### src/rtl/rf_dump_tx.sv
// Register-file dump transmitter: walks reg_sel over REG_FIRST..REG_LAST,
// snapshots each register and streams it as a 5-byte record {index, data[31:0] MSB-first}.
module rf_dump_tx #(
   parameter int unsigned REG_FIRST = 0,
   parameter int unsigned REG_LAST  = 31
) (
   input  logic        clk,
   input  logic        rst,
   input  logic        start,
   output logic [4:0]  reg_sel,
   input  logic [31:0] reg_data,
   output logic [7:0]  tx_data,
   output logic        tx_valid,
   input  logic        tx_ready,
   output logic        busy,
   output logic        done
);

   typedef enum logic [1:0] {IDLE, SEL, SEND} state_t;

   localparam logic [4:0] FIRST_SEL = 5'(REG_FIRST);
   localparam logic [4:0] LAST_SEL  = 5'(REG_LAST);

   state_t      state_q, state_d;
   logic [4:0]  reg_sel_q, reg_sel_d;
   logic [39:0] buf_q, buf_d;
   logic [2:0]  cnt_q, cnt_d;
   logic        tx_valid_q, tx_valid_d;
   logic        busy_q, busy_d;
   logic        done_q, done_d;

   always_ff @(posedge clk or negedge rst) begin
      if (!rst) begin
         state_q    <= IDLE;
         reg_sel_q  <= 5'd0;
         buf_q      <= 40'd0;
         cnt_q      <= 3'd0;
         tx_valid_q <= 1'b0;
         busy_q     <= 1'b0;
         done_q     <= 1'b0;
      end else begin
         state_q    <= state_d;
         reg_sel_q  <= reg_sel_d;
         buf_q      <= buf_d;
         cnt_q      <= cnt_d;
         tx_valid_q <= tx_valid_d;
         busy_q     <= busy_d;
         done_q     <= done_d;
      end
   end

   always_comb begin
      state_d    = state_q;
      reg_sel_d  = reg_sel_q;
      buf_d      = buf_q;
      cnt_d      = cnt_q;
      tx_valid_d = tx_valid_q;
      busy_d     = busy_q;
      done_d     = 1'b0;
      case (state_q)
         IDLE: begin
            if (start) begin
               reg_sel_d = FIRST_SEL;
               busy_d    = 1'b1;
               state_d   = SEL;
            end
         end
         SEL: begin
            // reg_data has had a full cycle to settle; this is the only sampling point
            buf_d      = {3'b000, reg_sel_q, reg_data};
            cnt_d      = 3'd0;
            tx_valid_d = 1'b1;
            state_d    = SEND;
         end
         SEND: begin
            if (tx_valid_q && tx_ready) begin
               buf_d = {buf_q[31:0], 8'h00};
               if (cnt_q != 3'd4) begin
                  cnt_d = cnt_q + 3'd1;
               end else begin
                  cnt_d      = 3'd0;
                  tx_valid_d = 1'b0;
                  if (reg_sel_q == LAST_SEL) begin
                     busy_d    = 1'b0;
                     done_d    = 1'b1;
                     reg_sel_d = 5'd0;
                     state_d   = IDLE;
                  end else begin
                     reg_sel_d = reg_sel_q + 5'd1;
                     state_d   = SEL;
                  end
               end
            end
         end
         default: state_d = IDLE;
      endcase
   end

   // Byte on offer is always the top of the shifting record buffer
   assign tx_data  = buf_q[39:32];
   assign reg_sel  = reg_sel_q;
   assign tx_valid = tx_valid_q;
   assign busy     = busy_q;
   assign done     = done_q;

endmodule

### config.mk
export PLATFORM = sky130hd
export DESIGN_NAME = rf_dump_tx
export DESIGN_NICKNAME = d
export VERILOG_FILES = /design/src/rtl/rf_dump_tx.sv
export SDC_FILE = /design/constraint.sdc
export NUM_CORES = 1
export LEC_CHECK = 0
export BUFFER_PORTS_ARGS = -buffer_cell sky130_fd_sc_hd__buf_2
export CAP_MARGIN = 5
export CORE_AREA = 3 3 92 94
export DETAILED_ROUTE_END_ITERATION = 10
export DIE_AREA = 0 0 95 97
export SYNTH_ARGS = -nofsm -noshare
export SYNTH_HDL_FRONTEND = slang
export SYNTH_SLANG_ARGS = --single-unit
### constraint.sdc
create_clock -name clk -period 2.3 [get_ports clk]
set_input_delay 0.46 -clock clk [delete_from_list [all_inputs] [get_ports clk]]
set_output_delay 0.46 -clock clk [all_outputs]
set_load 0.01 [all_outputs]
# After elaboration in Yosys (flattened, before gate mapping)
# Cells that the tools add are included.
# word_totals
regBits	53
out_inout_bits	16
word_cells	53
# op_classes
n_addsub	2
n_eq_ne	8
muxes	27
reduce_logical	9
# op_table
operator	count
40-bit case mux with 2 select lines	1
40-bit two-way mux	1
5-bit two-way mux	4
1-bit two-way mux	11
5-bit case mux with 2 select lines	1
2-bit != test (second input constant)	4
2-bit two-way mux	3
3-bit two-way mux	2
2-bit case mux with 3 select lines	1
3-bit case mux with 2 select lines	1
3-bit AND reduction	2
5-bit by 1-bit adder with 5-bit output (second input constant)	1
5-bit == test (second input constant)	1
5-bit AND reduction	1
1-bit case mux with 2 select lines	2
4-bit AND reduction	1
2-bit nonzero test	2
3-bit by 1-bit adder with 3-bit output (second input constant)	1
3-bit != test (second input constant)	1
2-bit by 1-bit == test with 1-bit output (second input constant)	1
2-bit == test (second input constant)	1
2-bit zero test	1
2-bit AND reduction	1
1-bit logical AND	1

# Depth between registers and ports, before layout
# Gate-level depths: netlist of run 1.
# logic_depth
depth_word	5
depth_mapped	6
ltp_nobuf	6

# Worst setup path before layout of run 1
# OpenSTA, ideal clock, no wires.
# synth_path
path_kind	reg-to-reg
start	register reg_sel_q[0], in the netlist reg_sel[0]
end	register reg_sel_q[3], in the netlist reg_sel[3]
arrival_ns	1.485
required_time_ns	2.210
setup_slack_ns	0.725
path_stages_with_launch	7
period_less_slack_ns	1.575
path_cell_list	dfrtp_1 -> ha_1 -> and3_1 -> ha_1 -> nor3b_2 -> nand2_1 -> o221ai_1
# synth_via
elab_chain_len	5
elab_cells_between_ends	6
classes_between	add/sub (1); eq/ne (1); mux (4)
# synth_rtl
item	line	rtl
from (decl)	25	logic [4:0] reg_sel_q, reg_sel_d;
from (signal assigned)	43	reg_sel_q <= reg_sel_d;
5-bit by 1-bit adder with 5-bit output / 5-bit == test (equally long branches)	89, 83	
5-bit two-way mux *	83	if (reg_sel_q == LAST_SEL) begin
5-bit two-way mux *	78	if (cnt_q != 3'd4) begin
5-bit two-way mux *	76	if (tx_valid_q && tx_ready) begin
5-bit case mux with 2 select lines *	60	case (state_q)
# Mark *: on every way between the ends. The rest lies on a longest branch, timed or not. The select of a mux whose other input is x is not followed.
# A chain may end at the register's enable or synchronous reset.

# Final worst setup path of run 1
# layout_path
start	register state_q[1]
end	register cnt_q[0]
# layout_via
elab_chain_len	3
elab_cells_between_ends	6
classes_between	eq/ne (3); mux (1); reduce/logical (2)
# layout_rtl
item	line	rtl
from (decl)	24	state_t state_q, state_d;
from (signal assigned)	42	state_q <= state_d;
2-bit == test / 2-bit by 1-bit == test with 1-bit output (equally long branches)	60	
2-bit != test (no source line) / 2-bit nonzero test (equally long branches)	n/a	
2-bit AND reduction (no source line)	n/a	
to (signal assigned)	45	cnt_q <= cnt_d;
to (decl)	27	logic [2:0] cnt_q, cnt_d;
# Parallel ways exist; a longest one is shown, timed or not.

==> run metrics, run 1 <==
status=finished, final reports clean; crit start category=flop; GP Congestion=0.792; root buffer cell=clkbuf_8; Worst Max-Slew Pin Slew=about 0.47 ns; Via Count=1965; initial antenna violation count=0; Tmin final=about 1.8 ns; clock skew=about 0.0062 ns; final net count=338; vias in the first global route=roughly 2000; Critical Path RT=2.50 ns; Hold Vio Cnt, Final=0; f_max=568 MHz; post-cts resize count=0; EDFF count, synth=0; P&R area growth vs syn=12.1%; hpwl dp=4.12 mm; signal arrival time at the worst endpoint=1.95 ns; GRT Max-Usage Layer=met2; met2 Resource Use GR=0.203; Post-CTS Hold Buffers=0; Via density=roughly 4.9; CTS Buffer Depth=2; diodes inserted=0; Global Route Usage Sum=0.135; GR Overflow Total=0; I/O pin total=52; met3 Use GR=0.0288; synthesized instance count=261; CTS sink count=53; first-pass GRT wire length=9.82 mm; synthesized flop and latch total=53; Multi-input gate area=1120 um^2; met1 Usage GRT=0.195; crit path capture type=flop; Max Slew Vio Count=0; Max-cap violations=0; dominant synthesized flop cell=dfrtp_1; worst vdd ir=428 uV; final setup TNS=0 ns; Initial Utilization=0.348; total CTS buffers=5; final setup vio count=0; Post-route DRC=0; Iter 0 DRT Violations=81; H-tree levels=2; core area=7730 um^2; Total Wirelength=slightly below 6 mm; Total Die Area=9220 um^2; Distinct cells, synth=40; port bufs=51; Post-Syn Nets=just over 300; Leakage=1.45 nW; layout cells sized above 1=0.236; # fillers=roughly 790; Die X=95 um; DR WL/cell=14.8 um; num rows=32; Initial DRT Pass Iterations=4; DRT antenna net count=0; CP Class=flop to flop; pwr dens=between 1000 and 1500 nW/um^2; worst skew pair latency=~0.30 ns; Cell Area, Synth=about 2700 um^2; final cycle utilization of the critical path=0.765; pin count of the biggest net entering global routing=42; Async S/R FF share, synth=1.00; Max-Slew Margin vs Limit=0.685; CTS clock-pin slew for the worst setup and hold paths=0.09 ns; RSZ-0062 raised after global routing=false; CTS tree=yes; Setup Buffers After CTS=0; die height=97 um; synthesized area per cell=10.3 um^2; CP Max Fanout=22; min-delay worst type=input port to asynchronous set/reset pin; yosys warns=0; register area=1330 um^2; Seq/Total Area, Yosys=0.493; Core Util, Final=0.390
## Yosys cell counts (all sizes together), types with 2 or more instances
library cell  instances  area [um^2]
nand4                 2         12.5
nand2b                5         31.3
dfrtp                53         1330
a21oi                 3         15.0
o21ai                35          175
nor2b                 2         20.0
buf                  27          214
ha                    5         62.6
inv                   5         18.8
nand3                45          225
mux2i                30          300
nand2                26          100
nor2                  3         18.8
## registers in the layout, indices dropped and copies added, names as in the netlist
register	flops
busy	1
buf_q	40
state_q	2
cnt_q	3
tx_valid	1
done	1
reg_sel	5
## final timing paths
check / slack, ns / startpoint / cells after the start / endpoint
hold reg to reg: 0.48 / buf_q[29]$_DFFE_PN0P_ / 2 / buf_q[37]$_DFFE_PN0P_
setup reg to reg: 0.54 / state_q[1]$_DFFE_PN0P_ / 4 / cnt_q[0]$_DFFE_PN0P_
max in group asynchronous: 1.57 / rst / 2 / buf_q[36]$_DFFE_PN0P_
hold / removal: 0.10 / rst / 1 / buf_q[32]$_DFFE_PN0P_
min in group clk: 0.34 / reg_data[5] / 3 / buf_q[5]$_DFFE_PN0P_
setup / recovery: 0.54 / state_q[1]$_DFFE_PN0P_ / 4 / cnt_q[0]$_DFFE_PN0P_
## report_power, final
part | internal [mW] | total [mW] | switching (mW)
sequential | 1.30 | 1.54 | 0.243
clock | 0.239 | 0.537 | 0.298
combinational | 0.642 | 1.46 | 0.818
## placed cells by master, fill, tap and decap left out, drive strengths merged, types with 2 or more instances in the layout
cell / n
mux2i: 30
nor2: 3
nand4: 2
a21oi: 3
dfrtp: 53
nand2: 26
ha: 5
nor2b: 2
nand2b: 5
o21ai: 35
inv: 5
buf: 57
nand3: 45
clkbuf: 6
## per-stage QoR
stage	cells	total power, mW	hold slack [ns]	area, um^2	setup slack [ns]
floorplan	261	2.82	0.164	2690	0.725
global placement	392	3.02	0.440	2920	0.557
detailed placement	392	3.05	0.441	2920	0.531
CTS	399	3.59	0.113	3010	0.519
global route	399	3.85	0.114	3010	0.397
finish	399	3.54	0.105	3010	0.541
## area by class of cell
| type | count | share of cell area |
|---|---|---|
| tap | 102 | 0.0424 |
| sequential | 53 | 0.440 |
| inverter | 5 | 0.00623 |
| multi-input combinational | 175 | 0.373 |
| clock buffer | 6 | 0.0274 |
| clock inverter | 1 | 0.00249 |
| timing repair buffer | 57 | 0.108 |
## critical path, cell delays in order, from the launching register on
cell and delay (ns):
dfrtp_1 0.57, and4b_1 0.52, nor2_4 0.15, buf_12 0.19, a22o_1 0.23
## per-layer routing
metal | share of wire | wire length, um
met4 | 0.014 | 81
met1 | 0.50 | 2960
met2 | 0.45 | 2660
met5 | 0 | 0
met3 | 0.036 | 213
## cells by family after synthesis
logic type                 after synthesis  synth area share
AOI/OAI and AO/OA                       47            0.0982
buffers and inverters                   33            0.0880
and+or+nand+nor                         93             0.185
DFF                                     53             0.493
muxes                                   30             0.112
adders and majority gates                5            0.0233
(Power assumes the default switching activity.)
==> run 2, diff against run 1 <==
--- a/config.mk
+++ b/config.mk
@@ -5,11 +5,12 @@
 export SDC_FILE = /design/constraint.sdc
 export NUM_CORES = 1
 export LEC_CHECK = 0
+export ABC_AREA = 1
 export BUFFER_PORTS_ARGS = -buffer_cell sky130_fd_sc_hd__buf_2
 export CAP_MARGIN = 5
-export CORE_AREA = 3 3 92 94
+export CORE_AREA = 3 3 91 93
 export DETAILED_ROUTE_END_ITERATION = 10
-export DIE_AREA = 0 0 95 97
+export DIE_AREA = 0 0 94 96
 export SYNTH_ARGS = -nofsm -noshare
 export SYNTH_HDL_FRONTEND = slang
 export SYNTH_SLANG_ARGS = --single-unit
==> constraint.sdc (replaced) <==
create_clock -name clk -period 1.62 [get_ports clk]
set_input_delay 0.324 -clock clk [delete_from_list [all_inputs] [get_ports clk]]
set_output_delay 0.324 -clock clk [all_outputs]
set_load 0.01 [all_outputs]
==> run metrics, run 2 <==
Max Slew Vio Count=0 (unchanged); EDFF count, synth=0 (unchanged); GR Overflow Total=0 (unchanged); worst skew pair latency=0.30 ns (about the same); Iter 0 DRT Violations=111 (+37%); CP Max Fanout=5 (-77%); GP Congestion=0.814 (+2.8%); Via Count=2107 (+7.2%); vias in the first global route=2117 (+8.0%); hpwl dp=4.17 mm (+1.1%); synthesized flop and latch total=53 (unchanged); Non-Filler Instances=477 (+20%); min-delay worst type=input port to flop; total CTS buffers=5 (unchanged); Tmin final=1.47 ns (-0.292 ns); CTS sink count=53 (unchanged); CTS tree=yes; H-tree levels=2 (unchanged); Total Die Area=9020 um^2 (-2.1%); commonest non-fill, non-tap cell in the layout=nand2_1; pin count of the biggest net entering global routing=49 (+17%); pwr dens=1340 nW/um^2 (+14%); root buffer cell=clkbuf_8; Async S/R FF share, synth=1.00 (unchanged); Global Route Usage Sum=0.138 (+0.00316); hold path start=reg_data[3]; clock skew=0.00326 ns (-0.00295 ns); commonest cells after routing, fill and taps aside=nand2_1 (101), o21ai_0 (68), dfrtp_1 (52); top-area cell type share of the netlist area=0.505 (+0.0110); Commonest cells post-synth=nand2_1 (101), o21ai_0 (68), dfrtp_1 (53), inv_1 (40), nand3_1 (18); final net count=416 (+23%); DRT antenna net count=0 (unchanged); Cell Chain, Critical Path=ha_1, nand2_1, nor2_1, ha_1, nor2_2, nand2_1, nor2_1, nand2_1, nand2_1; worst vdd ir=391 uV (-8.6%); Seq/Total Area, Yosys=0.505 (+0.0110); DR WL/cell=11.6 um (-22%); layout cells sized above 1=0.208 (-0.0277); Max-Slew Margin vs Limit=0.781 (+0.0963); RR Startpoint=reg_sel[1]$_DFFE_PN0P_; Die X=94 um (-1.1%); dominant cell type by area after synthesis=dfrtp_1; CP max-delay cell=dfrtp_1; synthesized area per cell=7.97 um^2 (-23%); num rows=32 (unchanged); status=finished, final reports clean; Worst path most repeated cell=nand2_1; Top reg by flops=buf_q; crit start category=flop; Max-cap violations=0 (unchanged); Total Wirelength=5.53 mm (-6.3%); Post-route DRC=0 (unchanged); Largest register FFs=40 (unchanged); CP Class=flop to flop; P&R area growth vs syn=17.3%; placed cell count=469 (+20%); Hold Vio Cnt, Final=0 (unchanged); RSZ-0062 raised after global routing=false; top-count cell post-synth=nand2_1; CTS Buffer Depth=2 (unchanged); crit path capture type=flop; CP max stage delay=0.43 ns (-0.14 ns); CTS clock-pin slew for the worst setup and hold paths=0.09 ns (about the same); final setup TNS=0 ns (unchanged); die height=96 um (-1.0%); WP buf/inv=0 (-1); Initial Utilization=0.346 (-0.00224); Post-Syn Nets=371 (+23%); yosys warns=0 (unchanged); Synth area leaders=dfrtp_1 (50%), nand2_1 (14%), o21ai_0 (13%); Critical Path RT=1.86 ns (-0.64 ns); port bufs=51 (unchanged); Initial DRT Pass Iterations=4 (unchanged); Cell Area, Synth=2630 um^2 (-2.2%); diodes inserted=0 (unchanged); Distinct cells, synth=21 (-48%); final setup vio count=0 (unchanged); I/O pin total=52 (unchanged); family with the most delay on the worst path=simple AND/OR/NAND/NOR gates; Leakage=1.52 nW (+5.3%); final cycle utilization of the critical path=0.905 (+0.141); Setup Buffers After CTS=0 (unchanged); first-pass GRT wire length=9.72 mm (-1.0%); Worst Max-Slew Pin Slew=0.328 ns (-0.144 ns); dominant synthesized flop cell=dfrtp_1; Crit. Startpoint=reg_sel[1]$_DFFE_PN0P_; Via density=4.42 (-10%); f_max=682 MHz (+20%); initial antenna violation count=0 (unchanged); signal arrival time at the worst endpoint=1.71 ns (-0.24 ns); core area=7610 um^2 (-1.6%); synthesized instance count=330 (+26%)
[run 2: final cells by class]
class	instances	area [um^2]
multi-input cells	212	997
clock inverters	2	35.0
flip-flops and latches	53	1330
inverters	42	158
repair buffers	61	370
fillers	786	4520
well taps	102	128
clock buffers	5	68.8
[run 2: worst paths after layout]
check | endpoint | slack (ns) | cells after the start
worst max-delay path | reg_sel[3]$_DFFE_PN0P_ | 0.15 | 9
worst min-delay path | buf_q[3]$_DFFE_PN0P_ | 0.25 | 3
worst max register to register | reg_sel[3]$_DFFE_PN0P_ | 0.15 | 9
worst min register to register | busy$_DFFE_PN0P_ | 0.47 | 2
max in group asynchronous | buf_q[35]$_DFFE_PN0P_ | 0.63 | 3
min in group asynchronous | buf_q[15]$_DFFE_PN0P_ | 0.45 | 2
[run 2: per-stage QoR]
| stage | total power [mW] | cell area [um^2] | setup WS (ns) | hold WS [ns] | utilization |
|---|---|---|---|---|---|
| finish | 4.13 | 3080 | 0.153 | 0.249 | 0.405 |
| detailed placement | 3.31 | 2960 | 0.114 | 0.243 | 0.389 |
| global route | 4.52 | 3080 | 0.00231 | 0.270 | 0.405 |
| floorplan | 2.95 | 2630 | 0.175 | 0.0284 | - |
| global placement | 3.28 | 2960 | 0.171 | 0.238 | 0.389 |
| CTS | 4.20 | 3080 | 0.0903 | 0.242 | 0.404 |
[run 2: cell families after synthesis]
logic type               Yosys count  synth area share
flip-flops                        53             0.505
XOR/XNOR                           1           0.00333
buffers and inverters             65             0.119
AO/OA/AOI/OAI                     72             0.140
AND/OR/NAND/NOR                  134             0.209
adder cells (fa/ha/maj)            5            0.0238
[run 2: routing by layer]
layer  up-vias  track usage  part of all wire
met2        44        0.221              0.45
met3         5       0.0422             0.066
met4         0       0.0457             0.012
met5         -            0                 0
li1       1116            -                 -
met1       942        0.178              0.47
[run 2: worst reg2reg max path, delay by kind of cell, from the launching register on]
family	cells	cell delay, ns
adders and majority gates	2	0.43
DFF	1	0.43
and+or+nand+nor	7	0.56
[run 2: timing repair]
| item | CTS | global route |
|---|---|---|
| setup endpoints to repair | 0 | 7 |
| hold buffers | 1 | 0 |
| gates resized for setup | 0 | 3 |
| endpoints found under the hold margin | 12 | 0 |
[run 2: where the power goes]
group / internal (mW) / switching [mW] / leakage [nW] / total [mW]
sequential: 1.70 / 0.169 / 0.721 / 1.87
clock: 0.450 / 0.419 / 0.0540 / 0.868
combinational: 0.544 / 0.853 / 0.747 / 1.40
total: 2.69 / 1.44 / 1.52 / 4.13
